===== config.mk =====
export PLATFORM = sky130hd
export DESIGN_NAME = scan_chain_ctrl
export DESIGN_NICKNAME = d
export VERILOG_FILES = /design/src/rtl/scan_chain_ctrl.sv
export SDC_FILE = /design/constraint.sdc
export NUM_CORES = 1
export LEC_CHECK = 0
export CAP_MARGIN = 20
export CORE_MARGIN = 3
export CORE_UTILIZATION = 57
export DETAILED_ROUTE_END_ITERATION = 8
export PLACE_DENSITY_LB_ADDON = 0.12
export SLEW_MARGIN = 20
export SYNTH_ARGS = -nofsm -noshare
export SYNTH_HDL_FRONTEND = slang
export SYNTH_SLANG_ARGS = --single-unit

===== constraint.sdc =====
create_clock -name CK -period 5.4 [get_ports CK]
set_clock_uncertainty 0.2 [all_clocks]
set_input_delay 1.08 -clock CK [delete_from_list [all_inputs] [get_ports CK]]
set_output_delay 1.08 -clock CK [all_outputs]
set_load 0.005 [all_outputs]

===== src/rtl/scan_chain_ctrl.sv =====
// Scan chain sequencer: shift-in, functional capture, shift-out, parallel result.
// Optional abort input is enabled by defining SCAN_ABORT_EN.
//
// state        | meaning
// S_IDLE       | waiting for start, SE=0
// S_SHIFT_IN   | CHAIN_LEN cycles, SE=1, SD walks load word MSB first
// S_CAPTURE    | CAPTURE_CYCLES functional clocks, SE=0
// S_SHIFT_OUT  | CHAIN_LEN cycles, SE=1, SO collected tail first into dout
// S_DONE       | one-cycle done pulse, result valid
module scan_chain_ctrl #(
    parameter int CHAIN_LEN      = 16,
    parameter int CAPTURE_CYCLES = 1
) (
    input  logic                 CK,
    input  logic                 RST,
    input  logic                 start,
    input  logic [CHAIN_LEN-1:0] load_data,
    input  logic                 SO,
`ifdef SCAN_ABORT_EN
    input  logic                 abort,
`endif
    output logic                 SE,
    output logic                 SD,
    output logic                 busy,
    output logic                 done,
    output logic [CHAIN_LEN-1:0] dout
);

    localparam int MAX_CNT = (CHAIN_LEN > CAPTURE_CYCLES) ? CHAIN_LEN : CAPTURE_CYCLES;
    localparam int CNT_W   = $clog2(MAX_CNT + 1);
    localparam logic [CNT_W-1:0] SHIFT_LAST = CNT_W'(CHAIN_LEN - 1);
    localparam logic [CNT_W-1:0] CAP_LAST   = CNT_W'(CAPTURE_CYCLES - 1);
    localparam logic [CNT_W-1:0] CNT_ONE    = CNT_W'(1);

    typedef enum logic [2:0] {
        S_IDLE,
        S_SHIFT_IN,
        S_CAPTURE,
        S_SHIFT_OUT,
        S_DONE
    } state_t;

    state_t               state;
    logic [CNT_W-1:0]     cnt;
    logic [CHAIN_LEN-1:0] shadow;
    logic [CHAIN_LEN-1:0] out_sel;
    logic                 abort_req;

`ifdef SCAN_ABORT_EN
    assign abort_req = abort;
`else
    assign abort_req = 1'b0;
`endif

    // shadow is a left-shifting copy of the load word: its MSB is always the next SD bit.
    // out_sel is a one-hot pointer to the dout bit written by the current SO sample.
    always_ff @(posedge CK) begin
        if (RST) begin
            state   <= S_IDLE;
            cnt     <= '0;
            shadow  <= '0;
            out_sel <= '0;
            SE      <= 1'b0;
            SD      <= 1'b0;
            busy    <= 1'b0;
            done    <= 1'b0;
            dout    <= '0;
        end else if (abort_req && (state != S_IDLE)) begin
            state <= S_IDLE;
            cnt   <= '0;
            SE    <= 1'b0;
            SD    <= 1'b0;
            busy  <= 1'b0;
            done  <= 1'b0;
        end else begin
            case (state)
                S_IDLE: begin
                    if (start) begin
                        state  <= S_SHIFT_IN;
                        cnt    <= '0;
                        shadow <= {load_data[CHAIN_LEN-2:0], 1'b0};
                        SE     <= 1'b1;
                        SD     <= load_data[CHAIN_LEN-1];
                        busy   <= 1'b1;
                    end
                end
                S_SHIFT_IN: begin
                    if (cnt == SHIFT_LAST) begin
                        state <= S_CAPTURE;
                        cnt   <= '0;
                        SE    <= 1'b0;
                        SD    <= 1'b0;
                    end else begin
                        cnt    <= cnt + CNT_ONE;
                        SD     <= shadow[CHAIN_LEN-1];
                        shadow <= {shadow[CHAIN_LEN-2:0], 1'b0};
                    end
                end
                S_CAPTURE: begin
                    if (cnt == CAP_LAST) begin
                        state   <= S_SHIFT_OUT;
                        cnt     <= '0;
                        SE      <= 1'b1;
                        SD      <= 1'b0;
                        out_sel <= {1'b1, {(CHAIN_LEN-1){1'b0}}};
                    end else begin
                        cnt <= cnt + CNT_ONE;
                    end
                end
                S_SHIFT_OUT: begin
                    dout    <= (dout & ~out_sel) | ({CHAIN_LEN{SO}} & out_sel);
                    out_sel <= out_sel >> 1;
                    if (cnt == SHIFT_LAST) begin
                        state <= S_DONE;
                        cnt   <= '0;
                        SE    <= 1'b0;
                        done  <= 1'b1;
                    end else begin
                        cnt <= cnt + CNT_ONE;
                    end
                end
                S_DONE: begin
                    state <= S_IDLE;
                    cnt   <= '0;
                    busy  <= 1'b0;
                    done  <= 1'b0;
                end
                default: begin
                    state <= S_IDLE;
                    cnt   <= '0;
                    SE    <= 1'b0;
                    SD    <= 1'b0;
                    busy  <= 1'b0;
                    done  <= 1'b0;
                end
            endcase
        end
    end

endmodule


==> results.cfg, run 1 <==
[die]
io_pins = 40
dieArea_um2 = 5317
core_area_um2 = 4144
die_w_um = 72.92
dieHeight_um = 72.92
initial_core_util_pct = 61.59
row_count = 23

[clock_network]
clock-sinks = 59
post-cts-setup-buffer-count = 0
clk-insertion-delay-late_ns = 0.33
cts_resized = 0
clock_path_buffers = 2
cts_tree = yes
cts_root_buf = clkbuf_8
hold_buffers = 0
htree_levels = 3
clk_pin_slew_ns = 0.06
cts_buffers = 9

[grt]
grt_first_pass_wirelength_um = 8597
grt_max_degree = 59
overflow = 0
antenna_found_initial = 0
grtUsageTotal_pct = 21.36
grt_pass1_vias = 1942

[routing]
drt_wl_total_um = 5059
ant_nets = 0
drtIter0Drc = 184
drc = 0
vias = 2067
dr.pass1.iters = 4
post_drt_wl_per_cell_um = 13.60
via_per_inst = 5.556

[sta]
tightest_slew_ns = 0.8329
finalCritPeriodShare_pct = 50.45
fin_tns_setup_ns = 0
finalSetupViolCount = 0
min_period_ns = 2.725
max-slew-margin-rel_pct = 44.29
drv_slew = 0
rsz0062_at_grt = no
clock.fmax_mhz = 367.0
hold_viol = 0

[logic_synthesis]
synth_cell_types = 41
ys_seq_area_share_pct = 46.27
ys.flop_type = dfxtp_1
synth_seq_cells = 59
synthArstFlopShare_pct = 0
synth_commonest_cells = dfxtp_1, nand2_1, a21oi_1, nor2_1, nand3_1
synth-edff-count = 0
synth_area_um2 = 2552
synth_cells = 287
synth_top_area_share_pct = 46.27
ys_top_cells_by_area = dfxtp_1, nand2_1, a21oi_1, a211oi_2, mux2i_1
synth.avg_cell_area_um2 = 8.894
syn_nets = 310
synth_top_area_cell = dfxtp_1
synth_most_common_cell = dfxtp_1
synth_warnings = 0

[setup_path]
cp.arrival_ns = 2.78
required_ns = 5.45
cp_max_fo = 29
start_kind = input port
critPathKind = input port to flop
crit_path_end_kind = flop

[layout]
synthToLayoutAreaGrowth_pct = 22.16
drive_above_1_share_pct = 12.11
fin_nets = 340
nFillCells = 316
diodes = 0

[pwr]
power.total_w = 0.0009636
clockPowerShare_pct = 43.6
irDropWorstVdd_uv = 288.3
p_switching_w = 0.0002161
p_int_w = 0.0007476
p_comb_share_pct = 8.7
power.leakage_nw = 1.100
power-per-cell-area_nw_per_um2 = 309.1
seqPwrFrac_pct = 47.7
swShare_pct = 22.42

[placement]
dpl.hpwl_um = 3152
gp_congestion = 0.8385
port_buffers = 39

[status]
status = complete, no violations

[job]
drv_cap = 0

[worst_hold_path]
worstHoldPathType = flop to flop
logic make-up after synthesis:
group	synth area share (%)
AO/OA/AOI/OAI	19.90
XOR/XNOR	0.3432
adder cells (fa/ha/maj)	1.471
buffers and inverters	4.853
flip-flops	46.27
multiplexers	5.931
AND/OR/NAND/NOR	21.23
path summary, 6_finish.rpt:
kind / start / endpoint / slack [ns] / depth (start not counted)
min: flop / flop / 0.26 / 2
max reg2reg: state[0] / shadow[9] / 2.96 / 4
max: start / shadow[3] / 2.68 / 6
min reg2reg: flop / flop / 0.26 / 2
area by class of cell:
type / count / area [um2] / share of cell area (%)
sequential: 59 / 1181 / 37.88
clock inverter: 6 / 80.08 / 2.568
inverter: 4 / 15.01 / 0.4815
multi-input combinational: 202 / 1249 / 40.05
clock buffer: 10 / 127.6 / 4.093
timing repair buffer: 41 / 402.9 / 12.92
tap: 50 / 62.56 / 2.006
power groups by stage:
stage          Clock, W  Sequential [W]  Combinational [W]
3_5_place_dp          0        0.000469          0.0000834
2_1_floorplan         0        0.000464          0.0000630
6_report       0.000421        0.000460          0.0000836
4_1_cts        0.000432        0.000459          0.0000844
5_1_grt        0.000456        0.000461          0.0000917
3_3_place_gp          0        0.000468          0.0000821
stage by stage:
stage	hold slack (ns)	setup WS (ns)	utilization [%]	std cells	instance area, um2
after floorplan	0.2448	3.153	-	287	2552
after global placement	0.2421	2.376	69.96	355	2899
after detailed placement	0.2489	2.334	69.96	355	2899
after CTS	0.2581	2.670	74.97	371	3107
after global routing	0.2809	2.603	75.24	372	3118
final	0.2555	2.676	75.24	372	3118
layout by cell type, fill, tap and decap left out, types with 4 or more instances in the layout:
cell              n
a211oi_2         14
a21oi_1          37
clkbuf_8          9
clkdlybuf4s50_1  38
clkinv_2          4
dfxtp_1          59
inv_1             4
mux2i_1          14
nand2_1          57
nand3_1          19
nor2_1           21
nor3_1            4
layer usage:
metal / vias to the layer above / routed length [um] / GRT usage, %
met3: 5 / 283 / 8.953
li1: 1066 / - / -
met1: 953 / 2268 / 25.73
met4: 0 / 62 / 9.016
met2: 43 / 2445 / 33.47
met5: - / 0 / 0
critical path, stage by stage:
cell,delay (ns)
clkdlybuf4s50_1,0.56
nor2_1,0.09
a2111oi_4,0.34
buf_4,0.38
nor2_1,0.10
a211oi_2,0.21
(Power assumes the default switching activity.)
==> run 2, diff against run 1 <==
--- a/config.mk
+++ b/config.mk
@@ -7,7 +7,7 @@
 export LEC_CHECK = 0
 export CAP_MARGIN = 20
 export CORE_MARGIN = 3
-export CORE_UTILIZATION = 57
+export CORE_UTILIZATION = 48
 export DETAILED_ROUTE_END_ITERATION = 8
 export PLACE_DENSITY_LB_ADDON = 0.12
 export SLEW_MARGIN = 20
==> constraint.sdc (replaced) <==
create_clock -name CK -period 2.3 [get_ports CK]
set_clock_uncertainty 0.2 [all_clocks]
set_input_delay 0.46 -clock CK [delete_from_list [all_inputs] [get_ports CK]]
set_output_delay 0.46 -clock CK [all_outputs]
set_load 0.005 [all_outputs]
==> run 2 against run 1 <==
Effect of this change:
- register-to-register slack worse by 2.7 ns
- sequential power increased by 130%
- clock power grew to 2.5 times the previous value
- largest cell class unchanged
- die area up 17%
- total power grew 140%
- via count increased by 1.6%
==> results.cfg, run 2 (synthesis results as in run 1) <==
[routing]
drc = 0
post_drt_wl_per_cell_um = 12.79
drtIter0Drc = 153
vias = 2100
ant_nets = 0
dr.pass1.iters = 4
drt_wl_total_um = 5063
via_per_inst = 5.303

[placement]
dp_cells = 381
gp_congestion = 0.7559
dpl_cell_area_um2 = 3013
port_buffers = 39
dpl.hpwl_um = 3229

[die]
dieArea_um2 = 6228
die_w_um = 78.92
dieHeight_um = 78.92
initial_core_util_pct = 51.65
row_count = 25
io_pins = 40
core_area_um2 = 4942

[pwr]
irDropWorstVdd_uv = 378.6
power-per-cell-area_nw_per_um2 = 727.4
power.leakage_nw = 1.156

[grt]
grtUsageTotal_pct = 17.32
grt_max_degree = 41
grt_pass1_vias = 1966
antenna_found_initial = 0
grt_first_pass_wirelength_um = 8590
overflow = 0

[setup_path]
max_stage_delay_ns = 0.42
cp_max_fo = 29
slowest_stage = a2111oi_4
crit_buf_inv = 1
start_kind = flop
crit_path_end_kind = flop
crit_path_cell_trace = ha_1, and4b_4, a2111oi_4, buf_12, nor2_1, a211oi_2
crit_family = compound AO/OA/AOI/OAI gates
cp.arrival_ns = 2.08
required_ns = 2.35
critPathKind = flop to flop

[worst_hold_path]
worstHoldPathType = flop to flop

[clock_network]
cts_root_buf = clkbuf_8
htree_levels = 3
clock_path_buffers = 2
clk_pin_slew_ns = 0.07
post-cts-setup-buffer-count = 0
hold_buffers = 0
clock-sinks = 59
cts_buffers = 9
cts_resized = 0
clk-insertion-delay-late_ns = 0.33
cts_tree = yes

[layout]
stdcell_count = 396
final_common_cell = dfxtp_1
diodes = 0
final_area_um2 = 3238
post-route-util_pct = 65.52
drive_above_1_share_pct = 13.98
fin_nets = 348
synthToLayoutAreaGrowth_pct = 26.86
nFillCells = 432
final_cell_mix = dfxtp_1, nand2_1, clkdlybuf4s50_1

[sta]
rsz0062_at_grt = no
hold_viol = 0
drv_slew = 0
min_period_ns = 2.027
finalSetupViolCount = 0
max-slew-margin-rel_pct = 59.35
fin_tns_setup_ns = 0
tightest_slew_ns = 0.6089
clock.fmax_mhz = 493.4
finalCritPeriodShare_pct = 88.13
fin_hold_ws_ns = 0.2545

[job]
drv_cap = 0

[status]
status = complete, no violations
## run 2: cell types whose count changed in the layout (fill, tap and decap cells not counted)
cell / delta
clkinv_2: -3
buf_12: +2
clkbuf_8: +2
and3b_2: -1
buf_2: +1
clkinv_4: +1
and3b_1: +1
buf_4: +5
clkbuf_1: -1
## run 2: routing by layer
layer | global-route usage [%] | up-vias | routed length, um
met3 | 3.628 | 11 | 193
met5 | 0 | - | 0
li1 | - | 1076 | -
met2 | 27.33 | 47 | 2239
met1 | 21.99 | 966 | 2513
met4 | 9.794 | 0 | 117
## run 2: final cells by class
cell class	instances	area [um2]	area share [%]
well taps	67	83.83	2.589
inverters	4	15.01	0.4637
multi-input cells	202	1247	38.52
repair buffers	49	485.5	14.99
clock inverters	4	73.82	2.280
flip-flops and latches	59	1181	36.48
clock buffers	11	151.4	4.675
## run 2: tightest hold or removal path, delay by kind of cell, from the launching register on
family	cells	cell delay [ns]
AND/OR/NAND/NOR	1	0.05
flip-flops	1	0.31
AO/OA/AOI/OAI	1	0.05
## run 2: worst paths after layout
kind | depth (start not counted) | endpoint | slack [ns] | from
hold reg to reg | 2 | flop | 0.25 | flop
hold / removal | 2 | flop | 0.25 | flop
setup / recovery | 6 | shadow[10] | 0.27 | cnt[1]
setup reg to reg | 6 | shadow[10] | 0.27 | cnt[1]
## run 2: power by group
group / internal (W) / switching [W]
logic: 0.000111 / 0.000105
registers: 0.00105 / 0.0000201
clock network: 0.000663 / 0.000402
## run 2: through the flow
step,power (W),setup slack (ns)
after detailed placement,0.001313,0.1186
after global routing,0.002436,0.1795
after global placement,0.001310,0.1603
after floorplan,0.001238,0.3782
after CTS,0.002375,0.2705
final,0.002355,0.2731
==> run 3, diff against run 2 <==
--- a/config.mk
+++ b/config.mk
@@ -8,8 +8,10 @@
 export CAP_MARGIN = 20
 export CORE_MARGIN = 3
 export CORE_UTILIZATION = 48
+export CTS_BUF_LIST = sky130_fd_sc_hd__clkbuf_4 sky130_fd_sc_hd__clkbuf_8 sky130_fd_sc_hd__clkbuf_16
 export DETAILED_ROUTE_END_ITERATION = 8
 export PLACE_DENSITY_LB_ADDON = 0.12
+export REMOVE_ABC_BUFFERS = 1
 export SLEW_MARGIN = 20
 export SYNTH_ARGS = -nofsm -noshare
 export SYNTH_HDL_FRONTEND = slang
==> run 3 against run 2 <==
Effect of this change:
- final cell count grew 0.25%
- global-route usage grew 0.59 points
- first-iteration DRC count shrank 7.2%
- setup slack gained 0.016 ns
==> results.cfg, run 3 (synthesis results as in run 1) <==
[setup_path]
crit_path_end_kind = flop
slowest_stage = a2111oi_4
start_kind = flop
required_ns = 2.34
cp.arrival_ns = 2.05
cp_max_fo = 29
critPathKind = flop to flop
max_stage_delay_ns = 0.41
crit_path_cell_trace = ha_1, and4b_4, a2111oi_4, buf_12, nor2_1, a211oi_2

[sta]
finalCritPeriodShare_pct = 87.42
hold_viol = 0
tightest_slew_ns = 0.6219
rsz0062_at_grt = no
clock.fmax_mhz = 497.4
max-slew-margin-rel_pct = 58.49
min_period_ns = 2.011
finalSetupViolCount = 0
drv_slew = 0
fin_hold_ws_ns = 0.2513

[clock_network]
cts_root_buf = clkbuf_8
clk_pin_slew_ns = 0.06
htree_levels = 3
cts_tree = yes
post-cts-setup-buffer-count = 0
clock-sinks = 59
cts_resized = 0
cts_buffers = 9
clk-insertion-delay-late_ns = 0.32
clock_path_buffers = 2
hold_buffers = 0

[die]
core_area_um2 = 4942
dieArea_um2 = 6228
io_pins = 40
die_w_um = 78.92
row_count = 25
initial_core_util_pct = 51.65
dieHeight_um = 78.92

[layout]
final_common_cell = dfxtp_1
drive_above_1_share_pct = 14.24
final_cell_mix = dfxtp_1, nand2_1, clkdlybuf4s50_1
fin_nets = 350
nFillCells = 462
final_area_um2 = 3226
diodes = 0
synthToLayoutAreaGrowth_pct = 26.37

[pwr]
clockPowerShare_pct = 40.8
power-per-cell-area_nw_per_um2 = 678.1
seqPwrFrac_pct = 49.1
power.leakage_nw = 1.151
p_comb_share_pct = 10.1
p_int_w = 0.001695
p_switching_w = 0.0004918
power.total_w = 0.002187
irDropWorstVdd_uv = 434.4
swShare_pct = 22.49

[routing]
vias = 2105
post_drt_wl_per_cell_um = 12.84
ant_nets = 0
via_per_inst = 5.302
drt_wl_total_um = 5098
drc = 0
drtIter0Drc = 142
dr.pass1.iters = 4

[grt]
antenna_found_initial = 0
grt_pass1_vias = 2001
overflow = 0
grt_max_degree = 35
grt_first_pass_wirelength_um = 8901
grtUsageTotal_pct = 17.91

[status]
status = complete, no violations

[placement]
port_buffers = 39
dpl_cell_area_um2 = 3040
gp_congestion = 0.7506
dpl.hpwl_um = 3301

[job]
drv_cap = 0

[worst_hold_path]
worstHoldPathType = flop to flop
-- run 3: path summary, 6_finish.rpt --
path	slack, ns	depth (start not counted)	start	to
min	0.25	2	flop	flop
max reg2reg	0.29	6	cnt[0]	shadow[8]
max	0.29	6	cnt[0]	shadow[8]
min reg2reg	0.25	2	flop	flop
-- run 3: stage by stage --
step                      setup TNS [ns]  utilization (%)  instances  setup slack (ns)
after floorplan                   -4.192                -        265           -0.2809
after global placement                 0            61.52        383            0.1583
after detailed placement               0            61.52        383            0.1321
after CTS                              0            65.27        397            0.2811
after global routing                   0            65.27        397            0.1592
final                                  0            65.27        397            0.2894
-- run 3: power groups by stage --
stage | Clock [W] | Combinational [W] | Sequential, W
final | 0.000893 | 0.000220 | 0.00107
after detailed placement | 0 | 0.000222 | 0.00110
after CTS | 0.000919 | 0.000223 | 0.00107
after global routing | 0.000962 | 0.000241 | 0.00108
after floorplan | 0 | 0.000116 | 0.00110
after global placement | 0 | 0.000219 | 0.00110
-- run 3: final cells by class --
class	count	area (um2)	area share, %
Sequential cell	59	1181	36.62
Clock buffer	11	145.1	4.500
Clock inverter	3	40.04	1.241
Multi-Input combinational cell	202	1247	38.67
Inverter	4	15.01	0.4655
Timing Repair Buffer	51	513.0	15.90
Tap cell	67	83.83	2.599
-- run 3: critical path, delay by kind of cell (launching register included) --
family	cells	cell delay (ns)
compound gates	2	0.59
flops	1	0.34
fa+ha+maj	1	0.24
simple gates	2	0.32
buf+inv	1	0.23
-- run 3: routing by layer --
layer / routed length [um] / global-route usage, % / vias up
li1: - / - / 1082
met1: 2368 / 21.42 / 988
met3: 208 / 6.009 / 2
met5: 0 / 0 / -
met4: 29 / 5.155 / 0
met2: 2491 / 30.65 / 33
